File: src/rtl/bcd_countdown_pkg.sv
// bcd_countdown_pkg: shared types and constants for the BCD down-counter.
// Holds the FSM state encoding, the BCD digit type and digit helper functions.
package bcd_countdown_pkg;

    typedef enum logic [1:0] {
        ST_IDLE = 2'd0,
        ST_RUN  = 2'd1,
        ST_DONE = 2'd2
    } cd_state_t;

    typedef logic [3:0] bcd_digit_t;

    localparam bcd_digit_t BCD_MAX  = 4'h9;
    localparam bcd_digit_t BCD_ZERO = 4'h0;

    // True when a nibble is not a legal BCD digit.
    function automatic logic bcd_is_bad(input bcd_digit_t d);
        return (d > BCD_MAX);
    endfunction

    // Clamp an illegal nibble to the largest BCD digit.
    function automatic bcd_digit_t bcd_clamp(input bcd_digit_t d);
        return bcd_is_bad(d) ? BCD_MAX : d;
    endfunction

endpackage

File: src/rtl/bcd_countdown_dec.sv
// bcd_digit_dec: single BCD digit decrement with borrow.
// A digit at zero wraps to nine and requests a borrow from the next digit.
module bcd_digit_dec
    import bcd_countdown_pkg::*;
(
    input  logic [3:0] digit,
    input  logic       borrow_in,
    output logic [3:0] digit_next,
    output logic       borrow_out
);

    // Subtract the incoming borrow from this digit, wrapping 0 to 9.
    always_comb begin
        digit_next = digit;
        borrow_out = 1'b0;
        if (borrow_in) begin
            if (bcd_digit_t'(digit) == BCD_ZERO) begin
                digit_next = BCD_MAX;
                borrow_out = 1'b1;
            end else begin
                digit_next = digit - 4'd1;
                borrow_out = 1'b0;
            end
        end else begin
            digit_next = digit;
            borrow_out = 1'b0;
        end
    end

endmodule

File: src/rtl/bcd_countdown.sv
// bcd_countdown: multi-digit BCD down-counter with load, start and a
// one-cycle terminal pulse. Optional macro BCD_COUNTDOWN_AUTORELOAD_EN adds a
// reload register so the counter restarts from the last loaded value after
// each terminal count.
module bcd_countdown
    import bcd_countdown_pkg::*;
#(
    parameter int DIGITS = 2
) (
    input  logic                  clk,
    input  logic                  rst,
    input  logic                  load,
    input  logic [4*DIGITS-1:0]   load_val,
    input  logic                  start,
    input  logic                  en,
    output logic [4*DIGITS-1:0]   cnt,
    output logic                  busy,
    output logic                  done,
    output logic                  err
);

    localparam logic [4*DIGITS-1:0] CNT_ZERO = {(4*DIGITS){1'b0}};

    cd_state_t             state_r;
    cd_state_t             state_s;
    logic [4*DIGITS-1:0]   cnt_r;
    logic [4*DIGITS-1:0]   cnt_s;
    logic                  err_r;
    logic                  err_s;
    logic [4*DIGITS-1:0]   load_clean_s;
    logic                  load_bad_s;
    logic [4*DIGITS-1:0]   cnt_dec_s;
    logic [DIGITS:0]       borrow_s;
    logic                  cnt_zero_s;
    logic                  cnt_one_s;
`ifdef BCD_COUNTDOWN_AUTORELOAD_EN
    logic [4*DIGITS-1:0]   reload_r;
`endif

    // Ripple-borrow decrement chain; a borrow out of the top digit means cnt==0.
    assign borrow_s[0] = 1'b1;
    for (genvar gi = 0; gi < DIGITS; gi++) begin : g_dec
        bcd_digit_dec u_dec (
            .digit      (cnt_r[4*gi +: 4]),
            .borrow_in  (borrow_s[gi]),
            .digit_next (cnt_dec_s[4*gi +: 4]),
            .borrow_out (borrow_s[gi+1])
        );
    end

    assign cnt_zero_s = borrow_s[DIGITS];
    assign cnt_one_s  = (cnt_dec_s == CNT_ZERO) && !cnt_zero_s;

    // Clamp illegal load nibbles to 9 and flag whether any were clamped.
    always_comb begin
        load_clean_s = CNT_ZERO;
        load_bad_s   = 1'b0;
        for (int i = 0; i < DIGITS; i++) begin
            load_clean_s[4*i +: 4] = bcd_clamp(load_val[4*i +: 4]);
            if (bcd_is_bad(load_val[4*i +: 4])) begin
                load_bad_s = 1'b1;
            end else begin
                load_bad_s = load_bad_s;
            end
        end
    end

    // Next-state and next-count logic; load beats start, start beats en.
    always_comb begin
        state_s = state_r;
        cnt_s   = cnt_r;
        err_s   = err_r;
        if (load) begin
            cnt_s   = load_clean_s;
            err_s   = load_bad_s;
            state_s = ST_IDLE;
        end else begin
            case (state_r)
                ST_IDLE: begin
                    if (start) begin
                        state_s = cnt_zero_s ? ST_DONE : ST_RUN;
                    end else begin
                        state_s = ST_IDLE;
                    end
                end
                ST_RUN: begin
                    // Zero is never decremented, so the count cannot wrap.
                    if (en && !cnt_zero_s) begin
                        cnt_s   = cnt_dec_s;
                        state_s = cnt_one_s ? ST_DONE : ST_RUN;
                    end else begin
                        state_s = ST_RUN;
                    end
                end
                ST_DONE: begin
`ifdef BCD_COUNTDOWN_AUTORELOAD_EN
                    cnt_s   = reload_r;
                    state_s = (reload_r != CNT_ZERO) ? ST_RUN : ST_IDLE;
`else
                    state_s = ST_IDLE;
`endif
                end
                default: begin
                    state_s = ST_IDLE;
                end
            endcase
        end
    end

    // State, count and error registers.
    always_ff @(posedge clk or negedge rst) begin
        if (!rst) begin
            state_r <= ST_IDLE;
            cnt_r   <= CNT_ZERO;
            err_r   <= 1'b0;
        end else begin
            state_r <= state_s;
            cnt_r   <= cnt_s;
            err_r   <= err_s;
        end
    end

`ifdef BCD_COUNTDOWN_AUTORELOAD_EN
    // Reload register remembers the last sanitized load value.
    always_ff @(posedge clk or negedge rst) begin
        if (!rst) begin
            reload_r <= CNT_ZERO;
        end else if (load) begin
            reload_r <= load_clean_s;
        end else begin
            reload_r <= reload_r;
        end
    end
`endif

    assign cnt  = cnt_r;
    assign err  = err_r;
    assign busy = (state_r == ST_RUN);
    assign done = (state_r == ST_DONE);

endmodule

File: config.mk
export PLATFORM = sky130hd
export DESIGN_NAME = bcd_countdown
export DESIGN_NICKNAME = d
export VERILOG_FILES = /design/src/rtl/bcd_countdown_pkg.sv /design/src/rtl/bcd_countdown_dec.sv /design/src/rtl/bcd_countdown.sv
export SDC_FILE = /design/constraint.sdc
export NUM_CORES = 1
export LEC_CHECK = 0
export CORE_MARGIN = 2
export CORE_UTILIZATION = 38
export DETAILED_ROUTE_END_ITERATION = 16
export PLACE_DENSITY_LB_ADDON = 0.1
export SLEW_MARGIN = 20
export SYNTH_ARGS = -nofsm -noshare
export SYNTH_HDL_FRONTEND = slang
export SYNTH_SLANG_ARGS = --single-unit
File: constraint.sdc
create_clock -name clk -period 1.55 [get_ports clk]
set_clock_uncertainty 0.05 [all_clocks]
set_input_delay 0.31 -clock clk [delete_from_list [all_inputs] [get_ports clk]]
set_output_delay 0.31 -clock clk [all_outputs]
set_load 0.03 [all_outputs]
==> out/qor.csv <==
stage;metric;value;unit
final_layout;area_growth;51.1;%
die;core;1560;µm²
yosys;synth_top_cell_area_share;42.1;%
placed_design;routabilityCongestion;0.825;
critical_path;startpoint_type;register;
detailed_routing;viasPerCell;5.52;
pwr;p_int;0.528;mW
sta;finalSetupViolCount;0;
min_path;hold_path.class;primary input to async pin;
sta;setup_slack;36.3;ps
pwr;seq_power_share;43.0;%
sta;hold_viol;0;
detailed_routing;ant_nets;0;
critical_path;timing.rr.start;cnt[0];
sta;fin_crit;1510;ps
yosys;synth_area;654;µm²
clocking;cts.path.max_buffers;2;
critical_path;critPathMaxFanout;4;
yosys;yosysSeqAreaShare;42.1;%
clocking;cts_sinks;11;
detailed_routing;drc_errors;0;
final_layout;diodes;0;
run_status;outcome;finished clean;
global_routing;grt_pass1_vias;667;
clocking;postCtsHoldBufs;0;
pwr;switching_share;33.9;%
die;die_w;45.5;µm
sta;period_share;97.7;%
yosys;syn-num-nets;89;
placed_design;place_ws;-203;ps
detailed_routing;wl;1690;µm
pwr;pwr-share-comb;31.2;%
critical_path;rr_endpoint;cnt[4];
sta;worst_pin_slew;350;ps
pwr;leakage;0.425;nW
sta;fin_setup_tns;0;ps
clocking;cts_tree;done;
yosys;yosysWarnings;0;
clocking;path_clk_slew;80;ps
final_layout;drive_above_1_share;22.3;%
pwr;p_switching;0.271;mW
yosys;synth_area_leaders;dfrtp_1 42%, a21oi_1 5.4%, nor2_1 4.6%, a31oi_1 3.8%, o21ai_0 3.8%;
yosys;yosys-top-cells-count;11 x dfrtp_1, 8 x nor2_1, 7 x a21oi_1, 6 x inv_1, 6 x nand2_1;
yosys;synthArstFlopShare;100;%
global_routing;grt_max_degree;14;
yosys;synth_largest_area_cell;dfrtp_1;
sta;slew_violations;0;
sta;maxSlewHeadroom;76.1;%
detailed_routing;drt_first_pass_iters;4;
global_routing;antenna_found_initial;0;
yosys;synth_edf_count;0;
die;die_area;2070;µm²
clocking;insertion_delay;270;ps
placed_design;dp_cells;122;
placed_design;dp_hpwl;1300;µm
pwr;clkPwrFrac;25.9;%
critical_path;critPathRequiredTime;1650;ps
final_layout;final_cells;128;
flow_run;maxCapViolCount;0;
pwr;power.density;808;nW/µm²
sta;grt_setup_unrepaired;yes;
die;initial_utilization;42.0;%
die;num_io_pins;24;
critical_path;worstPathArrival;1620;ps
yosys;synth.avg_cell_area;8.61;µm²
detailed_routing;drt-initial-drc-count;8;
placed_design;portBuffers;23;
clocking;cts_made_buffers;3;
die;fp.dieH;45.5;µm
yosys;synth_ff_type;dfrtp_1;
sta;fmax;661;MHz
final_layout;nets;126;
global_routing;gr-usage-all-layers;18.8;%
critical_path;endpoint_kind;register;
detailed_routing;vias;706;
clocking;clock_tree.root_cell;clkbuf_4;
global_routing;grt_pass1_wl;2730;µm
critical_path;path_class;register to register;
pwr;total_power;0.799;mW
yosys;synth_cell_types;27;
yosys;synth_seq_cells;11;
yosys;syn_inst;76;
die;rows;14;
critical_path;rrSetupSlack;40;ps
global_routing;gr-total-overflow;0;
critical_path;worstRegToRegCells;5;
yosys;yosysMostFrequentCell;dfrtp_1;
detailed_routing;routedWlPerCell;13.2;µm
pwr;peakVddDrop;494;µV
clocking;cts_max_level;1;
==> cell usage in the layout (no fill, tap or decap), types with 2 or more instances in the layout <==
cell type,count
nor2b_1,2
clkbuf_4,3
nor2_1,8
dlygate4sd2_1,9
a31oi_1,4
dfrtp_2,4
clkdlybuf4s50_1,12
nand3b_1,2
nor3_1,3
o21ai_1,2
nor3b_1,2
a21oi_1,7
nand4_1,2
a22oi_1,2
buf_4,13
inv_1,6
o21ai_0,3
dfrtp_1,7
nand2_1,6
nand3_1,2
==> layer usage <==
metal | global-route usage [%] | up-vias | wire, µm
met5 | 0 | - | 0
met4 | 10.6 | 0 | 11
met3 | 3.57 | 2 | 86
met2 | 32.4 | 20 | 823
met1 | 21.4 | 335 | 770
li1 | - | 349 | -
==> power groups by stage <==
| stage | Combinational (mW) | Clock (mW) | Sequential, mW |
|---|---|---|---|
| 2_1_floorplan | 0.0867 | 0 | 0.394 |
| 3_3_place_gp | 0.253 | 0 | 0.351 |
| 3_5_place_dp | 0.255 | 0 | 0.351 |
| 4_1_cts | 0.239 | 0.211 | 0.345 |
| 5_1_grt | 0.269 | 0.231 | 0.349 |
| 6_report | 0.249 | 0.206 | 0.343 |
==> stage by stage <==
step	hold slack [ps]	util [%]	instance area [µm²]
6_report	271	63.4	988
5_1_grt	269	63.4	988
4_1_cts	271	62.4	972
3_5_place_dp	486	61.4	957
3_3_place_gp	476	61.4	957
2_1_floorplan	-35.6	-	667
==> logic make-up after synthesis <==
| kind of cell | after synthesis | synth area share, % |
|---|---|---|
| AND/OR/NAND/NOR | 33 | 27.5 |
| multiplexers | 1 | 1.53 |
| buffers and inverters | 8 | 6.88 |
| AO/OA/AOI/OAI | 23 | 22.0 |
| flip-flops | 11 | 42.1 |
==> cell type report <==
type / instances / area [µm²]
inverter: 6 / 22.5
timing repair buffer: 34 / 297
multi-input combinational: 57 / 343
clock buffer: 4 / 26.3
sequential: 11 / 280
fill: 136 / 571
tap: 16 / 20.0
==> flip-flops by register name, indices dropped and copies added (netlist names) <==
name     cells
state_r      2
cnt          8
err          1
==> critical path, cell delays in order, from the launching register on <==
cell and delay (ps):
dfrtp_2 440, buf_4 140, buf_4 130, or3_1 390
o21ai_1 140, a31oi_1 90
==> how the worst max path moves through the flow <==
stage / start / to / slack [ps] / depth (start not counted)
after floorplan: cnt[4] / cnt[7] / 0.9 / 4
after global placement: en / cnt[4] / -190 / 5
after detailed placement: en / cnt[4] / -200 / 5
after CTS: state_r[1] / cnt[7] / 20 / 4
after global routing: cnt[0] / cnt[7] / -30 / 4
final: cnt[0] / cnt[4] / 40 / 5
==> what timing repair did <==
item	CTS	global route
setup endpoints to repair	9	2
cloned	0	0
gates resized for setup	9	3
pin swaps	0	3
setup buffers	0	2
(Power assumes the default switching activity.)
